### config.mk
export PLATFORM = sky130hd
export DESIGN_NAME = ysyx_22050710_sram_arb
export DESIGN_NICKNAME = d
export VERILOG_FILES = /design/src/rtl/ysyx_22050710_sram_arb_pkg.sv /design/src/rtl/ysyx_22050710_sram_arb_id_fifo.sv /design/src/rtl/ysyx_22050710_sram_arb.sv
export SDC_FILE = /design/constraint.sdc
export NUM_CORES = 1
export LEC_CHECK = 0
export ABC_AREA = 1
export BUFFER_PORTS_ARGS = -buffer_cell sky130_fd_sc_hd__buf_2
export CAP_MARGIN = 0
export CORE_AREA = 3 3 176 178
export DETAILED_ROUTE_END_ITERATION = 8
export DIE_AREA = 0 0 179 181
export HOLD_SLACK_MARGIN = 0.12
export PLACE_DENSITY_LB_ADDON = 0.2
export SLEW_MARGIN = 5
export SYNTH_ARGS = -nofsm -noshare
export SYNTH_HDL_FRONTEND = slang
export SYNTH_HIERARCHICAL = 1
export SYNTH_SLANG_ARGS = --single-unit
export TNS_END_PERCENT = 50
### constraint.sdc
create_clock -name i_clk -period 6.8 [get_ports i_clk]
set_clock_uncertainty 0.05 [all_clocks]
set_input_delay 0.68 -clock i_clk [delete_from_list [all_inputs] [get_ports i_clk]]
set_output_delay 0.68 -clock i_clk [all_outputs]
set_load 0.05 [all_outputs]
### src/rtl/ysyx_22050710_sram_arb_pkg.sv
// rtl/ysyx_22050710_sram_arb_pkg.sv - shared types, defaults and helpers for the sram-like bus arbiter
// Purpose: arbiter FSM state encodings, bus-width and channel/outstanding defaults, clog2 helper.
// Ports: none (package).
package ysyx_22050710_sram_arb_pkg;

  localparam int ARB_NUM_CH_DEF    = 2;
  localparam int ARB_MAX_OUTST_DEF = 4;
  localparam int SRAM_ADDR_WD_DEF  = 32;
  localparam int SRAM_DATA_WD_DEF  = 64;
  localparam int SRAM_WMASK_WD_DEF = SRAM_DATA_WD_DEF / 8;

  typedef enum logic [0:0] {
    YSYX_22050710_ARB_ST_IDLE   = 1'b0,
    YSYX_22050710_ARB_ST_LOCKED = 1'b1
  } arb_state_e;

  // Ceiling log2; arb_clog2(1) == 0.
  function automatic int arb_clog2(input int n);
    int r;
    r = 0;
    while ((1 << r) < n) r++;
    return r;
  endfunction

endpackage

### src/rtl/ysyx_22050710_sram_arb_id_fifo.sv
// rtl/ysyx_22050710_sram_arb_id_fifo.sv - in-order FIFO of issuing channel IDs
// Purpose: module ysyx_22050710_id_fifo, sync FIFO remembering which channel owns each
//          outstanding downstream request, so responses can be routed back in order.
// Ports:
//   i_clk, i_rst_n   clock, asynchronous active-low reset
//   i_push, i_data   enqueue an ID (ignored when full)
//   i_pop            dequeue the head (ignored when empty)
//   o_head           ID at the head, meaningful only when !o_empty
//   o_full, o_empty  occupancy flags
module ysyx_22050710_id_fifo
  import ysyx_22050710_sram_arb_pkg::*;
#(
  parameter int WIDTH = 1,
  parameter int DEPTH = ARB_MAX_OUTST_DEF
) (
  input  logic             i_clk,
  input  logic             i_rst_n,
  input  logic             i_push,
  input  logic [WIDTH-1:0] i_data,
  input  logic             i_pop,
  output logic [WIDTH-1:0] o_head,
  output logic             o_full,
  output logic             o_empty
);

  localparam int PW = (DEPTH > 1) ? arb_clog2(DEPTH) : 1;
  localparam int CW = arb_clog2(DEPTH) + 1;

  logic [WIDTH-1:0] r_mem [DEPTH];
  logic [PW-1:0]    r_wr_ptr;
  logic [PW-1:0]    r_rd_ptr;
  logic [CW-1:0]    r_count;
  logic             w_push;
  logic             w_pop;

  function automatic logic [PW-1:0] ptr_inc(input logic [PW-1:0] p);
    return (p == PW'(DEPTH - 1)) ? '0 : p + 1'b1;
  endfunction

  assign o_full  = (r_count == CW'(DEPTH));
  assign o_empty = (r_count == '0);
  assign w_push  = i_push & ~o_full;
  assign w_pop   = i_pop & ~o_empty;
  assign o_head  = r_mem[r_rd_ptr];

  always_ff @(posedge i_clk or negedge i_rst_n) begin
    if (!i_rst_n) begin
      r_wr_ptr <= '0;
      r_rd_ptr <= '0;
      r_count  <= '0;
    end else begin
      if (w_push) r_wr_ptr <= ptr_inc(r_wr_ptr);
      if (w_pop)  r_rd_ptr <= ptr_inc(r_rd_ptr);
      case ({w_push, w_pop})
        2'b10:   r_count <= r_count + 1'b1;
        2'b01:   r_count <= r_count - 1'b1;
        default: r_count <= r_count;
      endcase
    end
  end

  // Payload needs no reset: it is only observed through o_head while non-empty.
  always_ff @(posedge i_clk) begin
    if (w_push) r_mem[r_wr_ptr] <= i_data;
  end

endmodule

### src/rtl/ysyx_22050710_sram_arb.sv
// rtl/ysyx_22050710_sram_arb.sv - N-channel arbiter for the sram-like req/addr_ok/data_ok bus
// Purpose: merges upstream channels (ch0 inst, ch1 data, optional extras) onto one downstream
//          port. Grant locks until downstream accepts; an ID FIFO routes responses back in order.
// Config:  YSYX_22050710_SRAM_ARB_RR_EN defined -> round-robin; undefined -> fixed priority (ch0 first).
// Ports:
//   i_clk, i_rst_n                        clock, asynchronous active-low reset
//   i_ch_ren/wen/addr/wmask/wdata         per-channel requests, channel k at [k*W +: W]
//   o_ch_addr_ok, o_ch_data_ok            one-hot accept / response strobes
//   o_ch_rdata                            response data broadcast, valid with o_ch_data_ok
//   o_mem_ren/wen/addr/wmask/wdata        downstream request
//   i_mem_addr_ok, i_mem_data_ok, i_mem_rdata  downstream handshakes and read data
//   o_err                                 sticky: response seen with nothing outstanding
module ysyx_22050710_sram_arb
  import ysyx_22050710_sram_arb_pkg::*;
#(
  parameter int NUM_CH        = ARB_NUM_CH_DEF,
  parameter int MAX_OUTST     = ARB_MAX_OUTST_DEF,
  parameter int SRAM_ADDR_WD  = SRAM_ADDR_WD_DEF,
  parameter int SRAM_DATA_WD  = SRAM_DATA_WD_DEF,
  parameter int SRAM_WMASK_WD = SRAM_WMASK_WD_DEF
) (
  input  logic                              i_clk,
  input  logic                              i_rst_n,
  input  logic [NUM_CH-1:0]                 i_ch_ren,
  input  logic [NUM_CH-1:0]                 i_ch_wen,
  input  logic [NUM_CH*SRAM_ADDR_WD-1:0]    i_ch_addr,
  input  logic [NUM_CH*SRAM_WMASK_WD-1:0]   i_ch_wmask,
  input  logic [NUM_CH*SRAM_DATA_WD-1:0]    i_ch_wdata,
  output logic [NUM_CH-1:0]                 o_ch_addr_ok,
  output logic [NUM_CH-1:0]                 o_ch_data_ok,
  output logic [SRAM_DATA_WD-1:0]           o_ch_rdata,
  output logic                              o_mem_ren,
  output logic                              o_mem_wen,
  output logic [SRAM_ADDR_WD-1:0]           o_mem_addr,
  output logic [SRAM_WMASK_WD-1:0]          o_mem_wmask,
  output logic [SRAM_DATA_WD-1:0]           o_mem_wdata,
  input  logic                              i_mem_addr_ok,
  input  logic                              i_mem_data_ok,
  input  logic [SRAM_DATA_WD-1:0]           i_mem_rdata,
  output logic                              o_err
);

  localparam int GW = arb_clog2(NUM_CH);

  arb_state_e       r_state;
  arb_state_e       w_state_nxt;
  logic [GW-1:0]    r_lock_ch;
  logic [GW-1:0]    w_pick;
  logic [GW-1:0]    w_gnt;
  logic [GW-1:0]    w_head;
  logic [NUM_CH-1:0] w_req;
  logic             w_gnt_vld;
  logic             w_accept;
  logic             w_pop;
  logic             w_full;
  logic             w_empty;
  logic             r_err;

  assign w_req = i_ch_ren | i_ch_wen;

`ifdef YSYX_22050710_SRAM_ARB_RR_EN
  logic [GW-1:0] r_rr_ptr;

  // Walk offsets from the far end so the requester closest to the pointer wins.
  always_comb begin : p_pick
    logic [GW-1:0] v_idx;
    v_idx  = '0;
    w_pick = '0;
    for (int i = NUM_CH - 1; i >= 0; i--) begin
      v_idx = GW'((int'(r_rr_ptr) + i) % NUM_CH);
      if (w_req[v_idx]) w_pick = v_idx;
    end
  end

  always_ff @(posedge i_clk or negedge i_rst_n) begin
    if (!i_rst_n) begin
      r_rr_ptr <= '0;
    end else if (w_accept) begin
      r_rr_ptr <= (w_gnt == GW'(NUM_CH - 1)) ? '0 : w_gnt + 1'b1;
    end
  end
`else
  always_comb begin : p_pick
    logic [GW-1:0] v_idx;
    v_idx  = '0;
    w_pick = '0;
    for (int i = NUM_CH - 1; i >= 0; i--) begin
      v_idx = GW'(i);
      if (w_req[v_idx]) w_pick = v_idx;
    end
  end
`endif

  // Full blocks new grants even when a response pops this cycle, keeping
  // data_ok out of the combinational request path.
  assign w_gnt_vld = i_rst_n & ((r_state == YSYX_22050710_ARB_ST_LOCKED) | ((|w_req) & ~w_full));
  assign w_gnt     = (r_state == YSYX_22050710_ARB_ST_LOCKED) ? r_lock_ch : w_pick;

  assign o_mem_ren   = w_gnt_vld & i_ch_ren[w_gnt];
  assign o_mem_wen   = w_gnt_vld & i_ch_wen[w_gnt];
  assign o_mem_addr  = w_gnt_vld ? i_ch_addr[int'(w_gnt)*SRAM_ADDR_WD +: SRAM_ADDR_WD] : '0;
  assign o_mem_wmask = w_gnt_vld ? i_ch_wmask[int'(w_gnt)*SRAM_WMASK_WD +: SRAM_WMASK_WD] : '0;
  assign o_mem_wdata = w_gnt_vld ? i_ch_wdata[int'(w_gnt)*SRAM_DATA_WD +: SRAM_DATA_WD] : '0;

  assign w_accept     = (o_mem_ren | o_mem_wen) & i_mem_addr_ok;
  assign o_ch_addr_ok = w_accept ? (NUM_CH'(1) << w_gnt) : '0;

  assign w_pop        = i_rst_n & i_mem_data_ok & ~w_empty;
  assign o_ch_data_ok = w_pop ? (NUM_CH'(1) << w_head) : '0;
  assign o_ch_rdata   = w_pop ? i_mem_rdata : '0;
  assign o_err        = r_err;

  always_ff @(posedge i_clk or negedge i_rst_n) begin
    if (!i_rst_n) r_state <= YSYX_22050710_ARB_ST_IDLE;
    else          r_state <= w_state_nxt;
  end

  always_comb begin
    w_state_nxt = r_state;
    case (r_state)
      YSYX_22050710_ARB_ST_IDLE:
        if (w_gnt_vld && !i_mem_addr_ok) w_state_nxt = YSYX_22050710_ARB_ST_LOCKED;
      YSYX_22050710_ARB_ST_LOCKED:
        if (i_mem_addr_ok) w_state_nxt = YSYX_22050710_ARB_ST_IDLE;
      default:
        w_state_nxt = YSYX_22050710_ARB_ST_IDLE;
    endcase
  end

  always_ff @(posedge i_clk or negedge i_rst_n) begin
    if (!i_rst_n) begin
      r_lock_ch <= '0;
    end else if (r_state == YSYX_22050710_ARB_ST_IDLE && w_gnt_vld && !i_mem_addr_ok) begin
      r_lock_ch <= w_pick;
    end
  end

  always_ff @(posedge i_clk or negedge i_rst_n) begin
    if (!i_rst_n) r_err <= 1'b0;
    else if (i_mem_data_ok && w_empty) r_err <= 1'b1;
  end

  ysyx_22050710_id_fifo #(
    .WIDTH (GW),
    .DEPTH (MAX_OUTST)
  ) u_id_fifo (
    .i_clk   (i_clk),
    .i_rst_n (i_rst_n),
    .i_push  (w_accept),
    .i_data  (w_gnt),
    .i_pop   (w_pop),
    .o_head  (w_head),
    .o_full  (w_full),
    .o_empty (w_empty)
  );

endmodule

==> results of run 1 <==
[layer usage]
metal	GRT usage [%]	vias up	share of wire, %
met5	0	-	0
met2	18.2	252	52
li1	-	2653	-
met4	2.00	0	1.6
met3	1.20	20	8.3
met1	10.5	2129	38
[critical path, delay by kind of cell]
family | cells | cell delay [ns]
AO/OA/AOI/OAI | 1 | 0.07
buffers and inverters | 4 | 1.62
AND/OR/NAND/NOR | 4 | 0.85
[cells in the mapped netlist]
master    count  area share (%)
nand2_1     229              26
inv_1        87              10
nor2_1       76             8.7
a21oi_2      60              16
a21oi_1      45             6.9
buf_2        16             2.5
buf_6        12             4.1
nand2_2      11             2.1
dfrtp_1      10             7.7
nand3_1       8             1.2
inv_2         7            0.80
ha_1          6             2.3
buf_4         5             1.1
buf_1         4            0.46
edfxtp_1      4             3.7
o21ai_0       3            0.46
clkbuf_1      2            0.23
nand2_4       2            0.69
nand3_2       2            0.61
a21o_1        1            0.23
a21oi_4       1            0.50
buf_8         1            0.46
fa_1          1            0.61
nand3_4       1            0.54
nand4_1       1            0.19
nor2_4        1            0.34
nor3_2        1            0.31
o211ai_1      1            0.23
or2_1         1            0.19
or2_2         1            0.19
xnor2_1       1            0.27
[power by group through the flow]
stage	clock, W	sequential, W	combinational (W)
finish	0.000114	0.000142	0.00120
global route	0.000121	0.000147	0.00131
CTS	0.000118	0.000142	0.00122
detailed placement	0	0.000143	0.00122
global placement	0	0.000142	0.00122
floorplan	0	0.000136	0.000948
[cell families after synthesis]
kind of cell               count (synthesis)
xor gates and xnor gates                   1
buffers and inverters                    134
AOI/OAI and AO/OA                        111
DFF                                       14
and+or+nand+nor                          334
adders and majority gates                  7
[sequential cells by signal, summed over array words and instances (netlist names)]
register and count:
o_err 1, r_lock_ch 1, r_state 1, u_id_fifo/r_count 3, u_id_fifo/r_mem 4, u_id_fifo/r_rd_ptr 2
u_id_fifo/r_wr_ptr 2
[stage by stage]
step,total power [W],instances,cell area (um2),hold WS (ns)
finish,0.00146,1413,5850,0.253
global route,0.00158,1413,5850,0.271
CTS,0.00148,1412,5840,0.256
detailed placement,0.00136,1408,5760,0.391
global placement,0.00136,1408,5760,0.388
floorplan,0.00108,601,3270,0.334
[how the worst min path moves through the flow]
stage / cells past startpoint / end / slack [ns] / startpoint
finish: 1 / r_lock_ch$_DFFE_PN0P_ / 0.25 / i_rst_n
CTS: 1 / u_id_fifo/r_wr_ptr[0]$_DFFE_PN0P_ / 0.26 / i_rst_n
global route: 1 / u_id_fifo/r_wr_ptr[0]$_DFFE_PN0P_ / 0.27 / i_rst_n
floorplan: 0 / o_err$_DFFE_PN0P_ / 0.33 / i_rst_n
detailed placement: 1 / o_err$_DFFE_PN0P_ / 0.39 / o_err$_DFFE_PN0P_
global placement: 1 / o_err$_DFFE_PN0P_ / 0.39 / o_err$_DFFE_PN0P_
[final cells by class]
type                       instances  area, um2  share of cell area, %
clock inverter                     1       3.75                 0.0642
tap                              390        488                   8.35
sequential                        14        370                   6.34
inverter                          94        357                   6.10
timing repair buffer             457       2290                   39.3
clock buffer                       3       75.1                   1.28
antenna                            1       2.50                 0.0428
multi-input combinational        453       2250                   38.6
==> flow_summary.ini, run 1 <==
[outcome]
outcome = finished, final reports clean

[sta]
hold_viol_final = 0
worst_pin_slew_ns = 1.03
rsz0062_at_grt = no
period_share_pct = 58.6
finalMaxSlewViolations = 0
setup_tns_ns = 0
finalSetupViolCount = 0
max_freq_mhz = 251
period_minus_slack_ns = 3.98
final.setup.worst_slack_ns = 2.82
slew_headroom_pct = 31.6

[die]
die_width_um = 179
dieArea_mm2 = 0.0324
io_pins = 455
initial_utilization_pct = 11.1
row_count = 63
core_mm2 = 0.0296
die_y_um = 181

[logic_synthesis]
yosysWarnings = 6
synth_top_family_by_area = simple AND/OR/NAND/NOR gates
synth_xor_area_share_pct = 0.268
yosysUniqueCellTypes = 31
synth_mux_area_share_pct = 0
syn_area_per_cell_um2 = 5.44
yosys_register_bits = 14
yosysSeqAreaShare_pct = 11.3
syn_area_mm2 = 0.00327
yosys.area_share.simple_pct = 41.4
synthesis.nets = 888
synthAdderAreaFrac_pct = 2.91
netlist_instances = 601
synth_compound_area_share_pct = 24.4

[detailed_routing]
finalWirelength_um = 16900
firstDrtPassIters = 4
drc = 0
vias = 5054
ant_nets = 0
drt_iter0_markers = 157
drt-wirelength-per-cell_um = 11.9
viasPerCell = 3.58

[flow_run]
maxCapViolCount = 0

[worst_setup_path]
path_class = in2out
reg2reg_from = r_state$_DFF_PN0_
cpMaxStageDelayCell = clkinv_2
cpMostUsedCell = buf_2
rr_worst_depth = 14
start_kind = input port
r2r_end = u_id_fifo/r_count[1]$_DFFE_PN0P_
path_cells = buf_2, nor2_4, nand3_2, nand2_4, clkinv_2, buf_4, nand2_1, a21oi_2, buf_2
worstPathRequired_ns = 6.07
cp.arrival_ns = 3.25
cp-startpoint = i_ch_wen[0]
cpPeakStageDelay_ns = 0.69
worstSetupEndpoint = o_mem_wdata[22]
rrSetupSlack_ns = 4.05
crit_fanout = 58
crit_path_end_kind = output port

[layout]
drive_above_1_share_pct = 53.5
layout_common_cells = buf_2 (454), nand2_1 (229), inv_1 (87), nor2_1 (76), a21oi_2 (60)
fill_cells = 3476
area_delta_synth_final_pct = 78.9
mostFrequentLayoutCell = buf_2
num-nets-final = 1310
final_util_pct = 19.8

[clock_tree]
cts_tree = done
worstSkewPairLatency_ns = 0.25
path_clk_slew_ns = 0.05
cts_hold_buf = 0
cts_resized = 0
cts_buffers = 3
htreeDepth = 1
clock_sinks = 14
cts_setup_buffers = 0
clockRootBuffer = clkbuf_16
cts_buffer_depth = 2

[power_and_ir_drop]
p_leak_nw = 3.66
seqPwrFrac_pct = 9.7
clockPowerShare_pct = 7.8
power.switching_w = 0.000976
irDropWorstVdd_mv = 0.0882
powerDensity_mw_per_mm2 = 250
combPwrFrac_pct = 82.5
switching_share_pct = 66.9
power.internal_w = 0.000483

[place]
dp_slack_ns = 2.72
portBuffers = 454
dp_hpwl_um = 13800
gp_congestion = 0.837

[grt]
grt_pass1_vias = 4794
grtUsageTotal_pct = 9.28
grt_antenna_before_repair = 2
grt_max_degree = 74
grt-ovfl-total = 0
grt_first_pass_wirelength_um = 24800

[min_path]
hp-class = in2async
(Power assumes the default switching activity.)
==> inputs of run 2 (changes only) <==
--- a/config.mk
+++ b/config.mk
@@ -5,7 +5,7 @@
 export SDC_FILE = /design/constraint.sdc
 export NUM_CORES = 1
 export LEC_CHECK = 0
-export ABC_AREA = 1
+export ABC_AREA = 0
 export BUFFER_PORTS_ARGS = -buffer_cell sky130_fd_sc_hd__buf_2
 export CAP_MARGIN = 0
 export CORE_AREA = 3 3 176 178
==> constraint.sdc (replaced) <==
create_clock -name i_clk -period 3.3 [get_ports i_clk]
set_clock_uncertainty 0.05 [all_clocks]
set_input_delay 0.33 -clock i_clk [delete_from_list [all_inputs] [get_ports i_clk]]
set_output_delay 0.33 -clock i_clk [all_outputs]
set_load 0.05 [all_outputs]
==> run 2 against run 1 <==
  * Design area rose by 28%
  * Critical endpoint is now o_ch_rdata[19]
  * Critical path type unchanged
  * Die area did not move
  * Routed wire length grew 66%
  * Clock power up 120%
  * Largest power group unchanged
==> flow_summary.ini, run 2 <==
[grt]
grt_pass1_vias = 6949
grt_max_degree = 106
grt-ovfl-total = 0
grt_antenna_before_repair = 3
grt_first_pass_wirelength_um = 40800
grtUsageTotal_pct = 15.4

[die]
row_count = 63
core_mm2 = 0.0296
initial_utilization_pct = 16.2
die_width_um = 179
die_y_um = 181
io_pins = 455
dieArea_mm2 = 0.0324

[layout]
fill_cells = 3332
largest_reg_flops = 4
layout_common_cells = buf_2 (454), nand2_1 (107), o211ai_1 (105), nand4b_1 (104), a311oi_1 (104)
mostFrequentLayoutCell = buf_2
num-nets-final = 1331
drive_above_1_share_pct = 48.0
area_delta_synth_final_pct = 56.7
reg_top3 = u_id_fifo/r_mem x4, u_id_fifo/r_count x3
top_register = u_id_fifo/r_mem

[clock_tree]
cts_buffer_depth = 2
cts_buffers = 3
cts_resized = 0
worstSkewPairLatency_ns = 0.24
clock_sinks = 14
cts_tree = done
clockRootBuffer = clkbuf_16
cts_setup_buffers = 0
htreeDepth = 1
path_clk_slew_ns = 0.05

[worst_setup_path]
cpPeakStageDelay_ns = 0.53
reg2reg_from = u_id_fifo/r_count[0]$_DFFE_PN0P_
r2r_end = u_id_fifo/r_count[2]$_DFFE_PN0P_
rr_worst_depth = 12
crit_fanout = 65
crit_path_end_kind = output port
worstPathRequired_ns = 2.92
path_cells = dlygate4sd3_1, buf_2, nand2_1, nor2_2, buf_4, and2_1, buf_2
path_class = in2out
cp.arrival_ns = 2.55
start_kind = input port
rrSetupSlack_ns = 0.67
cpMaxStageDelayCell = dlygate4sd3_1
cpMostUsedCell = buf_2

[detailed_routing]
viasPerCell = 5.04
finalWirelength_um = 27900
drt-wirelength-per-cell_um = 19.4
ant_nets = 0
vias = 7237
drc = 0
drt_iter0_markers = 397
firstDrtPassIters = 5

[logic_synthesis]
synth_top_area_share_pct = 19.1
synth_area_leader_cell = a311oi_1
synthesis.nets = 962
async_flop_share_pct = 71.4
syn_area_per_cell_um2 = 7.08
synth_area_leaders = a311oi_1 (19%), nand4b_1 (19%), o211ai_1 (16%)
yosysMostFrequentCell = nand2_1
syn_area_mm2 = 0.00478
synth_common_cells = nand2_1 (108), o211ai_1 (105), a311oi_1 (104), nand4b_1 (104), clkbuf_1 (74)
yosysUniqueCellTypes = 41
yosysSeqAreaShare_pct = 7.75
netlist_instances = 675
ys.flop_type = dfrtp_1
yosysWarnings = 6
yosys_register_bits = 14
synth-edff-count = 4

[outcome]
outcome = finished, final reports clean

[power_and_ir_drop]
combPwrFrac_pct = 84.3
clockPowerShare_pct = 6.7
p_leak_nw = 3.21
power.internal_w = 0.00134
seqPwrFrac_pct = 8.9
power.switching_w = 0.00237
irDropWorstVdd_mv = 0.176
powerDensity_mw_per_mm2 = 496
switching_share_pct = 63.9

[sta]
max_freq_mhz = 342
period_share_pct = 88.7
setup_tns_ns = 0
whs_ns = 0.233
final.setup.worst_slack_ns = 0.372
finalSetupViolCount = 0
hold_viol_final = 0
period_minus_slack_ns = 2.93
rsz0062_at_grt = no
finalMaxSlewViolations = 0
worst_pin_slew_ns = 0.689
slew_headroom_pct = 54.1

[place]
dp_slack_ns = 0.660
portBuffers = 454
dp_hpwl_um = 20100
gp_congestion = 0.883

[flow_run]
maxCapViolCount = 0

[min_path]
hp-start = i_mem_addr_ok
min_to = r_state$_DFF_PN0_
hold_depth = 2
hp-class = in2reg
-- run 2: logic make-up after synthesis --
| kind of cell | after synthesis | synth area share [%] |
|---|---|---|
| and+or+nand+nor | 302 | 39.7 |
| AOI/OAI and AO/OA | 222 | 37.3 |
| buffers and inverters | 120 | 10.6 |
| DFF | 14 | 7.75 |
| muxes | 7 | 2.07 |
| adders and majority gates | 7 | 1.99 |
| xor gates and xnor gates | 3 | 0.550 |
-- run 2: cell type report --
type / count / area (um2) / share of cell area [%]
diodes: 2 / 5.00 / 0.0668
clock buffers: 4 / 88.8 / 1.19
inverters: 9 / 35.0 / 0.468
multi-input cells: 541 / 3950 / 52.7
flip-flops and latches: 14 / 372 / 4.96
well taps: 390 / 488 / 6.51
repair buffers: 475 / 2560 / 34.1
-- run 2: through the flow --
| step | instance area (um2) | util [%] | power [W] | instances |
|---|---|---|---|---|
| CTS | 7490 | 25.3 | 0.00372 | 1433 |
| finish | 7490 | 25.3 | 0.00371 | 1435 |
| floorplan | 4780 | - | 0.00261 | 675 |
| global route | 7490 | 25.3 | 0.00393 | 1435 |
| global placement | 7390 | 25.0 | 0.00347 | 1428 |
| detailed placement | 7390 | 25.0 | 0.00346 | 1428 |
-- run 2: worst max-delay path by stage --
stage | from | end | slack (ns) | cells past startpoint
3_3_place_gp | r_state$_DFF_PN0_ | o_mem_addr[28] | 0.64 | 6
3_5_place_dp | r_state$_DFF_PN0_ | o_mem_addr[28] | 0.66 | 6
4_1_cts | r_state$_DFF_PN0_ | o_mem_addr[28] | 0.39 | 6
6_report | i_rst_n | o_ch_rdata[19] | 0.37 | 7
5_1_grt | i_rst_n | o_ch_rdata[22] | 0.21 | 7
2_1_floorplan | i_ch_wen[0] | o_mem_wdata[24] | 0.42 | 5
-- run 2: metal layers --
layer  vias up  routed length (um)  track usage (%)
met5         -                   0                0
met3        30                2110             2.08
met1      3451               12100             21.8
met4         0                 538             3.40
met2       326               13100             24.8
li1       3430                   -                -
-- run 2: power by group through the flow --
stage | logic (W) | clock network [W] | registers [W]
after global placement | 0.00314 | 0 | 0.000331
after detailed placement | 0.00313 | 0 | 0.000330
after floorplan | 0.00228 | 0 | 0.000325
final | 0.00313 | 0.000250 | 0.000332
after global routing | 0.00332 | 0.000265 | 0.000345
after CTS | 0.00313 | 0.000258 | 0.000332
-- run 2: timing repair --
| item | 4_1_cts | 5_1_grt |
|---|---|---|
| endpoints found under the setup margin | 0 | 0 |
| endpoints found under the hold margin | 10 | 0 |
| hold buffers | 1 | 0 |
-- run 2: critical path, delay by kind of cell --
family	cells	cell delay [ns]
buffers and inverters	4	1.60
and+or+nand+nor	3	0.61
